--- src/rtl/temporal_decoder.sv ---
// -----------------------------------------------------------------------------
// temporal_decoder
//
// Inverse of the temporal (N-gram) encoder. Each incoming N-gram hypervector
//   y_t = x_t ^ rho(x_{t-1}) ^ ... ^ rho^(N-1)(x_{t-N+1})
// is turned back into the sample hypervector x_t by XOR-ing away the
// contribution of the previously decoded vectors. Those contributions are
// kept here as a permuted history, so the decoder needs no side channel from
// the encoder.
//
// Ports
//   Clk_CI            clock, rising edge
//   Reset_RBI         asynchronous reset, active low
//   Clear_SI          synchronous sequence-boundary clear of history and count
//   ValidIn_SI        upstream N-gram vector valid
//   ReadyOut_SO       decoder can accept an input this cycle
//   HypervectorIn_DI  N-gram hypervector y_t, bit order [0:D-1]
//   ValidOut_SO       decoded vector valid
//   ReadyIn_SI        downstream accepts the output
//   HypervectorOut_DO decoded x_t (registered), bit order [0:D-1]
//   HistoryFull_SO    at least N-1 vectors decoded since reset or clear
// -----------------------------------------------------------------------------

`ifndef HV_DIMENSION
`define HV_DIMENSION 8
`endif

`ifndef NGRAM_SIZE
`define NGRAM_SIZE 3
`endif

module temporal_decoder #(
  parameter int unsigned HV_DIMENSION = `HV_DIMENSION,
  parameter int unsigned NGRAM_SIZE   = `NGRAM_SIZE
) (
  input  logic                     Clk_CI,
  input  logic                     Reset_RBI,
  input  logic                     Clear_SI,
  input  logic                     ValidIn_SI,
  output logic                     ReadyOut_SO,
  input  logic [0:HV_DIMENSION-1]  HypervectorIn_DI,
  output logic                     ValidOut_SO,
  input  logic                     ReadyIn_SI,
  output logic [0:HV_DIMENSION-1]  HypervectorOut_DO,
  output logic                     HistoryFull_SO
);

  // History depth is N-1; the count only has to reach N-1.
  localparam int unsigned HIST_DEPTH = NGRAM_SIZE - 1;
  localparam int unsigned CNT_W      = $clog2(NGRAM_SIZE);

  localparam logic [CNT_W-1:0]        CNT_ZERO = {CNT_W{1'b0}};
  localparam logic [CNT_W-1:0]        CNT_ONE  = CNT_W'(1);
  localparam logic [CNT_W-1:0]        CNT_MAX  = CNT_W'(HIST_DEPTH);
  localparam logic [0:HV_DIMENSION-1] ZERO_HV  = {HV_DIMENSION{1'b0}};

  // FSM encoding
  localparam logic [0:0] IDLE = 1'b0;
  localparam logic [0:0] FWD  = 1'b1;

  // Permutation shared with the encoder: rotate by one toward higher index,
  // the last bit wraps around into bit 0.
  function automatic logic [0:HV_DIMENSION-1] rho(input logic [0:HV_DIMENSION-1] v);
    rho = {v[HV_DIMENSION-1], v[0:HV_DIMENSION-2]};
  endfunction

  logic [0:0]              state_r;
  logic [0:0]              state_next_s;
  logic [0:HV_DIMENSION-1] hist_r [1:HIST_DEPTH];
  logic [0:HV_DIMENSION-1] hist_xor_s;
  logic [0:HV_DIMENSION-1] x_s;
  logic [0:HV_DIMENSION-1] out_r;
  logic [CNT_W-1:0]        count_r;
  logic                    ready_s;
  logic                    accept_s;

  // Ready: always free when idle, otherwise only when the held output drains.
  always_comb begin
    ready_s = 1'b1;
    case (state_r)
      IDLE:    ready_s = 1'b1;
      FWD:     ready_s = ReadyIn_SI;
      default: ready_s = 1'b1;
    endcase
  end

  assign accept_s = ValidIn_SI & ready_s;

  // Decode against the pre-update history; a same-cycle clear means the
  // history is treated as all zeros, so the input passes straight through.
  always_comb begin
    hist_xor_s = ZERO_HV;
    for (int k = 1; k <= int'(HIST_DEPTH); k++) begin
      hist_xor_s = hist_xor_s ^ hist_r[k];
    end
    if (Clear_SI) begin
      x_s = HypervectorIn_DI;
    end else begin
      x_s = HypervectorIn_DI ^ hist_xor_s;
    end
  end

  // Next-state logic of the two-state output handshake.
  always_comb begin
    state_next_s = state_r;
    case (state_r)
      IDLE: begin
        if (accept_s) begin
          state_next_s = FWD;
        end else begin
          state_next_s = IDLE;
        end
      end
      FWD: begin
        // Output consumed with nothing new behind it -> go idle.
        if (ReadyIn_SI && !ValidIn_SI) begin
          state_next_s = IDLE;
        end else begin
          state_next_s = FWD;
        end
      end
      default: state_next_s = IDLE;
    endcase
  end

  // FSM state register; clear deliberately leaves a pending output alone.
  always_ff @(posedge Clk_CI or negedge Reset_RBI) begin
    if (!Reset_RBI) begin
      state_r <= IDLE;
    end else begin
      state_r <= state_next_s;
    end
  end

  // Permuted history: each accept shifts every entry one slot deeper and
  // permutes it once more, so Hist[k] always holds rho^k(x_{t-k}).
  always_ff @(posedge Clk_CI or negedge Reset_RBI) begin
    if (!Reset_RBI) begin
      for (int k = 1; k <= int'(HIST_DEPTH); k++) begin
        hist_r[k] <= ZERO_HV;
      end
    end else if (accept_s) begin
      hist_r[1] <= rho(x_s);
      for (int k = 2; k <= int'(HIST_DEPTH); k++) begin
        if (Clear_SI) begin
          hist_r[k] <= ZERO_HV;
        end else begin
          hist_r[k] <= rho(hist_r[k-1]);
        end
      end
    end else if (Clear_SI) begin
      for (int k = 1; k <= int'(HIST_DEPTH); k++) begin
        hist_r[k] <= ZERO_HV;
      end
    end else begin
      for (int k = 1; k <= int'(HIST_DEPTH); k++) begin
        hist_r[k] <= hist_r[k];
      end
    end
  end

  // Saturating count of decoded vectors since reset or clear.
  always_ff @(posedge Clk_CI or negedge Reset_RBI) begin
    if (!Reset_RBI) begin
      count_r <= CNT_ZERO;
    end else if (accept_s) begin
      if (Clear_SI) begin
        count_r <= CNT_ONE;
      end else if (count_r == CNT_MAX) begin
        count_r <= CNT_MAX;
      end else begin
        count_r <= count_r + CNT_ONE;
      end
    end else if (Clear_SI) begin
      count_r <= CNT_ZERO;
    end else begin
      count_r <= count_r;
    end
  end

  // Output register, loaded only on accept so it is stable under backpressure.
  always_ff @(posedge Clk_CI or negedge Reset_RBI) begin
    if (!Reset_RBI) begin
      out_r <= ZERO_HV;
    end else if (accept_s) begin
      out_r <= x_s;
    end else begin
      out_r <= out_r;
    end
  end

  assign ReadyOut_SO       = ready_s;
  assign ValidOut_SO       = (state_r == FWD);
  assign HypervectorOut_DO = out_r;
  assign HistoryFull_SO    = (count_r == CNT_MAX);

endmodule

--- config.mk ---
export PLATFORM = sky130hd
export DESIGN_NAME = temporal_decoder
export DESIGN_NICKNAME = d
export VERILOG_FILES = /design/src/rtl/temporal_decoder.sv
export SDC_FILE = /design/constraint.sdc
export NUM_CORES = 1
export LEC_CHECK = 0
export CAP_MARGIN = 20
export CORE_UTILIZATION = 52
export CTS_BUF_LIST = sky130_fd_sc_hd__clkbuf_4 sky130_fd_sc_hd__clkbuf_8 sky130_fd_sc_hd__clkbuf_16
export DETAILED_ROUTE_END_ITERATION = 12
export GPL_ROUTABILITY_DRIVEN = 0
export GPL_TIMING_DRIVEN = 0
export PLACE_DENSITY = 0.78
export REMOVE_ABC_BUFFERS = 1
export SKIP_LAST_GASP = 1
export SLEW_MARGIN = 20
export SYNTH_ARGS = -nofsm -noshare
export SYNTH_HDL_FRONTEND = slang
export SYNTH_SLANG_ARGS = --single-unit
--- constraint.sdc ---
create_clock -name Clk_CI -period 1.6 [get_ports Clk_CI]
set_input_delay 0.32 -clock Clk_CI [delete_from_list [all_inputs] [get_ports Clk_CI]]
set_output_delay 0.32 -clock Clk_CI [all_outputs]
set_load 0.02 [all_outputs]
Yosys cells after proc, flatten, opt, wreduce, memory -nomap -nowiden
Cells that the tools add are included.
- bits in registers: 27
- bits in latches: 0
- bits in writable memories: 0
- bits in read-only memories: 0
- bits of input ports: 13
- output and inout port bits: 11
- logic and storage cells: 26
- memories: 0
- add/sub/neg operators: 1
- $mul: 0
- divide/modulo/power cells: 0
- order comparisons: 0
- equality and inequality tests: 1
- shifts and indexed selects: 0
- mux-type cells: 12
- bitwise gates (word level): 4
- reductions and logical operators: 3
- operator list (cell ; number):
    two-way mux 16 bit ; 2
    two-way mux 8 bit ; 2
    bitwise XOR 8 bit ; 2
    two-way mux 2 bit ; 4
    case mux 1 bit (2 select lines) ; 2
    adder 2 x 1 -> 2 bit, second input constant ; 1
    == test 2 bit, second input constant ; 1
    two-way mux 1 bit ; 2
    nonzero test 2 bit ; 1
    bitwise AND 1 bit ; 1
    logical AND 1 bit ; 1
    zero test 1 bit ; 1
    inverter 1 bit ; 1

Longest topological paths before layout
Gate-level depths: netlist of run 1.
- depth in word-level cells: 5
- gate-level depth with buffers: 6
- depth with buffers taken out: 4

Worst setup path before layout of run 1
No wires, ideal clock.
- path type: flip-flop to output port
- start: register state_r, in the netlist ValidOut_SO
- end: output ReadyOut_SO
- arrival: 0.973 ns
- slack: 0.307 ns
- stages on the path, launching flop included: 5
- path buffers: 2
- path through: dfrtp_1 -> nor2b_4 -> buf_6 -> inv_2 -> buf_2
- word-level cells in the longest chain between the ends: 2
- RTL lines (what ; RTL line ; text):
    start: declaration ; 67 ; logic [0:0] state_r;
    start signal: assignment ; 131 ; state_r <= state_next_s;
    inverter 1 bit ; 80 ; case (state_r)
    case mux 1 bit (2 select lines) * ; 80 ;
    end: declaration ; 40 ; output logic ReadyOut_SO,
Mark *: on every way between the ends. The rest lies on a longest branch, timed or not.

Worst setup path after layout of run 1
Same ends and word-level chain as after synthesis.

==> run summary, run 1 <==
max cap viols: 0
clock buffer count from CTS: 3
# H-tree levels: 1
count of unique library cells instantiated by Yosys: 25
Worst Setup Start Kind: register
DRC: 0
switching pwr: 0.474 mW
Critical Path Fanout Max: 21
CP peak stage delay: 0.43 ns
Final ANT Viol Nets: 0
Gate power share: 26.2%
starting density of the core: 56.4%
die area: 2950 um^2
post-route cell area: 1680 um^2
# setup viols final: 0
Yosys reg bits: 27
top cells by area, synth: dfrtp_1 (47%), o211ai_1 (8.4%), o21ai_0 (6.3%), o2111ai_1 (4.9%), xnor2_1 (4.9%)
final hold violations: 17
hold_ws: -0.00414 ns
RSZ-0062 raised after global routing: yes
clock sinks: 27
post-synthesis sequential area ratio: 47.5%
top-area cell type share of the netlist area: 47.5%
leading area contributor after synthesis: dfrtp_1
Synth Instances: 143
Reg2Reg Depth: 4
Initial DRC Count: 22
clk root buf: clkbuf_4
largest net degree at the start of global routing: 36
vias in the first global route: 1,149
Critical Path RT: 1.28 ns
Max Slew Vio Count: 0
die width: 54.3 um
Pwr per Cell Area: 900 nW/um^2
CTS Buffer Depth: 2
Clock transition at path regs: 0.14 ns
layout cell share with drive strength beyond 1: 11.7%
Die H: 54.3 um
Tcrit/Tclk final: 99.0%
Critical-path top delay cell: dfrtp_1
leading cell type in the layout, fill and taps excluded: dfrtp_1
WL final: 3230 um
core area: 2520 um^2
most frequent cells in the layout: dfrtp_1 (27), o21ai_0 (18), o211ai_1 (16)
I/O pins: 24
number of hold buffers added after cts: 0
CP Cell Sequence: nor2b_4 -> inv_6 -> clkbuf_2
Cell Area, Synth: 1420 um^2
Via density: 6.28
Sw Share: 31.3%
final net count: 178
Lkg Pwr: 0.680 nW
worst-margin pin slew: 0.625 ns
TritonCTS clock tree: done
Hold WC Path Type: primary input to async pin
fin crit period: 1.58 ns
Crit Path Category: register to output port
Seq pwr share: 53.3%
slack of the critical path: 0.0156 ns
GRT Total Usage: 25.5%
synth-to-layout area growth: 17.9%
Max Freq: 631 MHz
Syn Area/Cell: 9.96 um^2
Placed Instance Area: 1610 um^2
setup slack at placement: -1.03 ns
final core utilization: 66.6%
max_slew headroom: 58.4%
antenna cells: 0
Clock Skew: 0.00316 ns
Pint: 1.04 mW
YS warnings: 0
setup TNS: 0 ns
power share of the clock group: 20.6%
global route total overflow: 0
Post-DP HPWL: 1790 um
global-route wire length before repair: 5400 um
IO Port Bufs: 23
status: finished, violations left
Initial DRT Pass Iterations: 4
Skew-Pair Late Insertion Delay: 0.32 ns
row cnt: 18
worst path arrival time: 1.26 ns
drt wl/cell: 16.8 um
initial antenna violation count: 0
Worst Setup End Kind: output port
failing checks: hold timing
Max VDD drop: 0.684 mV
Vias: 1,205
==> state kept, by name (all words and copies together) (netlist names) <==
name               flops
count_r                2
HypervectorOut_DO      8
hist_r                16
ValidOut_SO            1
==> cells by family after synthesis <==
group                    Yosys count  share of synthesized area [%]
AO/OA/AOI/OAI                     59                           26.1
buffers and inverters             17                           6.24
flip-flops                        27                           47.5
XOR/XNOR                           8                           4.92
adder cells (fa/ha/maj)            2                           1.76
AND/OR/NAND/NOR                   30                           13.5
==> path summary, 6_finish.rpt <==
kind	startpoint	endpoint	slack [ns]
setup / recovery	ValidOut_SO	ReadyOut_SO	0.02
hold / removal	Reset_RBI	count_r[1]	-0.004
setup reg to reg	ValidOut_SO	hist_r[14]	0.24
hold reg to reg	HypervectorOut_DO[0]	HypervectorOut_DO[0]	0.53
max in group asynchronous	Reset_RBI	HypervectorOut_DO[1]	1.20
min in group Clk_CI	Clear_SI	hist_r[1]	0.51
==> synthesized netlist by cell type <==
cell type,instances
a21oi_1,9
and2b_1,7
buf_2,8
buf_6,2
clkbuf_1,3
dfrtp_1,27
ha_1,2
inv_1,3
inv_2,1
nand2_1,1
nand2_2,1
nand2b_1,1
nand3_1,9
nor2_1,1
nor2b_4,1
o2111ai_1,8
o211ai_1,16
o21ai_0,18
o21ai_1,6
o221ai_1,1
o31ai_1,1
or2_2,1
or3_1,7
or3_4,1
xnor2_1,8
==> final cells by class <==
cell class,instances,area [um^2]
Tap cell,30,37.5
Timing Repair Buffer,26,236
Multi-Input combinational cell,100,668
Clock buffer,4,30.0
Fill cell,225,843
Timing Repair inverter,1,7.51
Sequential cell,27,676
Inverter,4,23.8
==> worst max-delay path, delay by kind of cell (launching register included) <==
family | cells | cell delay [ns]
simple gates | 1 | 0.16
flops | 1 | 0.43
buf+inv | 2 | 0.35
==> power by group through the flow <==
stage          clock network (mW)  registers (mW)  logic [mW]
4_1_cts                     0.319           0.806       0.394
5_1_grt                     0.346           0.816       0.434
6_report                    0.311           0.805       0.395
2_1_floorplan                   0           0.859       0.177
3_5_place_dp                    0           0.819       0.408
3_3_place_gp                    0           0.816       0.400
==> per-stage QoR <==
| step | instances | power [mW] |
|---|---|---|
| floorplan | 130 | 1.04 |
| global placement | 183 | 1.22 |
| detailed placement | 183 | 1.23 |
| CTS | 191 | 1.52 |
| global route | 192 | 1.60 |
| finish | 192 | 1.51 |
==> metal layers <==
layer,wire length [um],vias to the layer above,global-route usage (%)
met5,0,-,0
met4,15,0,9.40
met3,193,2,3.33
met2,1530,38,39.2
met1,1490,597,36.3
li1,-,568,-
==> timing repair <==
action                                  4_1_cts  5_1_grt
buffers inserted                              2        0
gates resized for setup                      19        5
endpoints found under the setup margin       38        2
gates cloned                                  2        0
pin swaps                                     0        0
Note: power is estimated with default switching activity, not from simulation.
==> inputs of run 2 (changes only) <==
--- a/config.mk
+++ b/config.mk
@@ -11,6 +11,7 @@
 export DETAILED_ROUTE_END_ITERATION = 12
 export GPL_ROUTABILITY_DRIVEN = 0
 export GPL_TIMING_DRIVEN = 0
+export HOLD_SLACK_MARGIN = 0.03
 export PLACE_DENSITY = 0.78
 export REMOVE_ABC_BUFFERS = 1
 export SKIP_LAST_GASP = 1
==> run 2 against run 1 <==
  * Critical endpoint unchanged
  * Total power grew 0.33%
  * Via count rose by 0.66%
  * Worst hold slack better by 0.51 ns
  * Clock power rose by 1%
  * Combinational power about the same
  * Register-to-register slack barely moved
  * Global-route usage is the same
  * Clock skew about the same
  * First-iteration DRC count unchanged
  * Design area grew 0.60%
  * The flow now finishes without violations
==> run summary, run 2 (synthesized netlist as in run 1, its figures left out) <==
Via density: 6.28 (about the same)
global route total overflow: 0 (unchanged)
row cnt: 18 (unchanged)
Vias: 1,213 (was 1,205)
Initial DRC Count: 22 (unchanged)
Initial DRT Pass Iterations: 4 (unchanged)
Max VDD drop: 0.688 mV (was 0.684 mV)
largest net degree at the start of global routing: 36 (unchanged)
Critical Path RT: 1.28 ns (about the same)
hold_ws: 0.508 ns (was -0.00414 ns)
final net count: 179 (was 178)
Largest register FFs: 16 (unchanged)
GRT Total Usage: 25.5% (unchanged)
Worst Setup Start Kind: register (unchanged)
Clock transition at path regs: 0.15 ns (was 0.14 ns)
RSZ-0062 raised after global routing: yes (unchanged)
DRC: 0 (unchanged)
Max Freq: 631 MHz (about the same)
most frequent cells in the layout: dfrtp_1 (27), o21ai_0 (18), o211ai_1 (16) (unchanged)
WL final: 3200 um (was 3230 um)
layout cell share with drive strength beyond 1: 11.7% (about the same)
Post-DP HPWL: 1790 um (unchanged)
global-route wire length before repair: 5400 um (unchanged)
initial antenna violation count: 0 (unchanged)
core area: 2520 um^2 (unchanged)
multi-input logic area: 668 um^2 (unchanged)
Die H: 54.3 um (unchanged)
Max Slew Vio Count: 0 (unchanged)
fin crit period: 1.59 ns (was 1.58 ns)
die width: 54.3 um (unchanged)
Pwr per Cell Area: 897 nW/um^2 (was 900 nW/um^2)
clk root buf: clkbuf_4 (unchanged)
Tcrit/Tclk final: 99.1% (was 99.0%)
Biggest register: hist_r (unchanged)
I/O pins: 24 (unchanged)
# H-tree levels: 1 (unchanged)
CTS Buffer Depth: 2 (unchanged)
TritonCTS clock tree: done (unchanged)
status: finished clean (was finished, violations left)
Crit Path Category: register to output port (unchanged)
clock sinks: 27 (unchanged)
Critical Path Fanout Max: 21 (unchanged)
register area: 676 um^2 (unchanged)
Clock Skew: 0.00362 ns (was 0.00316 ns)
synth-to-layout area growth: 18.6% (was 17.9%)
total power: 1.52 mW (was 1.51 mW)
# setup viols final: 0 (unchanged)
vias in the first global route: 1,149 (unchanged)
drt wl/cell: 16.6 um (was 16.8 um)
Final ANT Viol Nets: 0 (unchanged)
worst-margin pin slew: 0.611 ns (was 0.625 ns)
# fillers: 225 (unchanged)
post-route cell area: 1690 um^2 (was 1680 um^2)
die area: 2950 um^2 (unchanged)
final hold violations: 0 (was 17)
Skew-Pair Late Insertion Delay: 0.32 ns (about the same)
Placed Instance Area: 1610 um^2 (unchanged)
Worst Setup End Kind: output port (unchanged)
max_slew headroom: 59.3% (was 58.4%)
clock buffer count from CTS: 3 (unchanged)
starting density of the core: 56.4% (unchanged)
leading cell type in the layout, fill and taps excluded: dfrtp_1 (unchanged)
Lkg Pwr: 0.685 nW (was 0.680 nW)
Hold WC Path Type: primary input to register (was primary input to async pin)
worst path arrival time: 1.27 ns (was 1.26 ns)
max cap viols: 0 (unchanged)
IO Port Bufs: 23 (unchanged)
antenna cells: 0 (unchanged)
==> run 2: cell types whose count changed in the layout (fill, tap and decap cells not counted), sizes merged <==
cell / before / now
dlygate4sd3: 0 / 1
==> run 2: repair_timing <==
action	CTS	global route
endpoints found under the hold margin	27	0
cloned	2	0
gates resized for setup	19	5
hold buffers	1	0
buffers inserted	2	0
endpoints found under the setup margin	38	2
==> run 2: path summary, 6_finish.rpt <==
| path | to | start | slack [ns] | cells past startpoint |
|---|---|---|---|---|
| setup / recovery | ReadyOut_SO | ValidOut_SO | 0.01 | 3 |
| hold / removal | hist_r[1] | Clear_SI | 0.51 | 2 |
| setup reg to reg | hist_r[14] | ValidOut_SO | 0.24 | 4 |
| hold reg to reg | HypervectorOut_DO[0] | HypervectorOut_DO[0] | 0.53 | 2 |
| max in group asynchronous | HypervectorOut_DO[1] | Reset_RBI | 0.68 | 2 |
| min in group asynchronous | count_r[0] | Reset_RBI | 0.52 | 2 |
==> run 2: worst max-delay path: stages (launching register included) <==
cell	delay (ns)
dfrtp_1	0.43
nor2b_4	0.16
inv_6	0.15
clkbuf_2	0.20
==> run 2: layout make-up <==
class	count	area share, %
clock buffers	4	1.78
inverters	4	1.41
multi-input cells	100	39.6
flip-flops and latches	27	40.0
well taps	30	2.22
repair buffers	27	14.6
repair inverters	1	0.444
==> run 2: through the flow <==
step	instances	setup slack, ns	TNS (ns)	utilization [%]
floorplan	130	0.0540	0	-
global placement	183	-1.00	-26.99	64.1
detailed placement	183	-1.03	-22.59	63.9
CTS	192	-0.250	-0.250	66.5
global route	193	-0.0430	-0.0430	67.0
finish	193	0.0145	0	67.0
==> run 2: per-layer routing <==
layer / vias up / wire length (um) / GRT usage (%)
met3: 2 / 212 / 3.33
met1: 596 / 1460 / 36.3
li1: 569 / - / -
met2: 46 / 1510 / 39.2
met5: - / 0 / 0
met4: 0 / 15 / 9.40
==> run 2: report_power, final <==
group	internal [mW]	switching, mW
logic	0.167	0.229
clock network	0.114	0.200
registers	0.758	0.0471
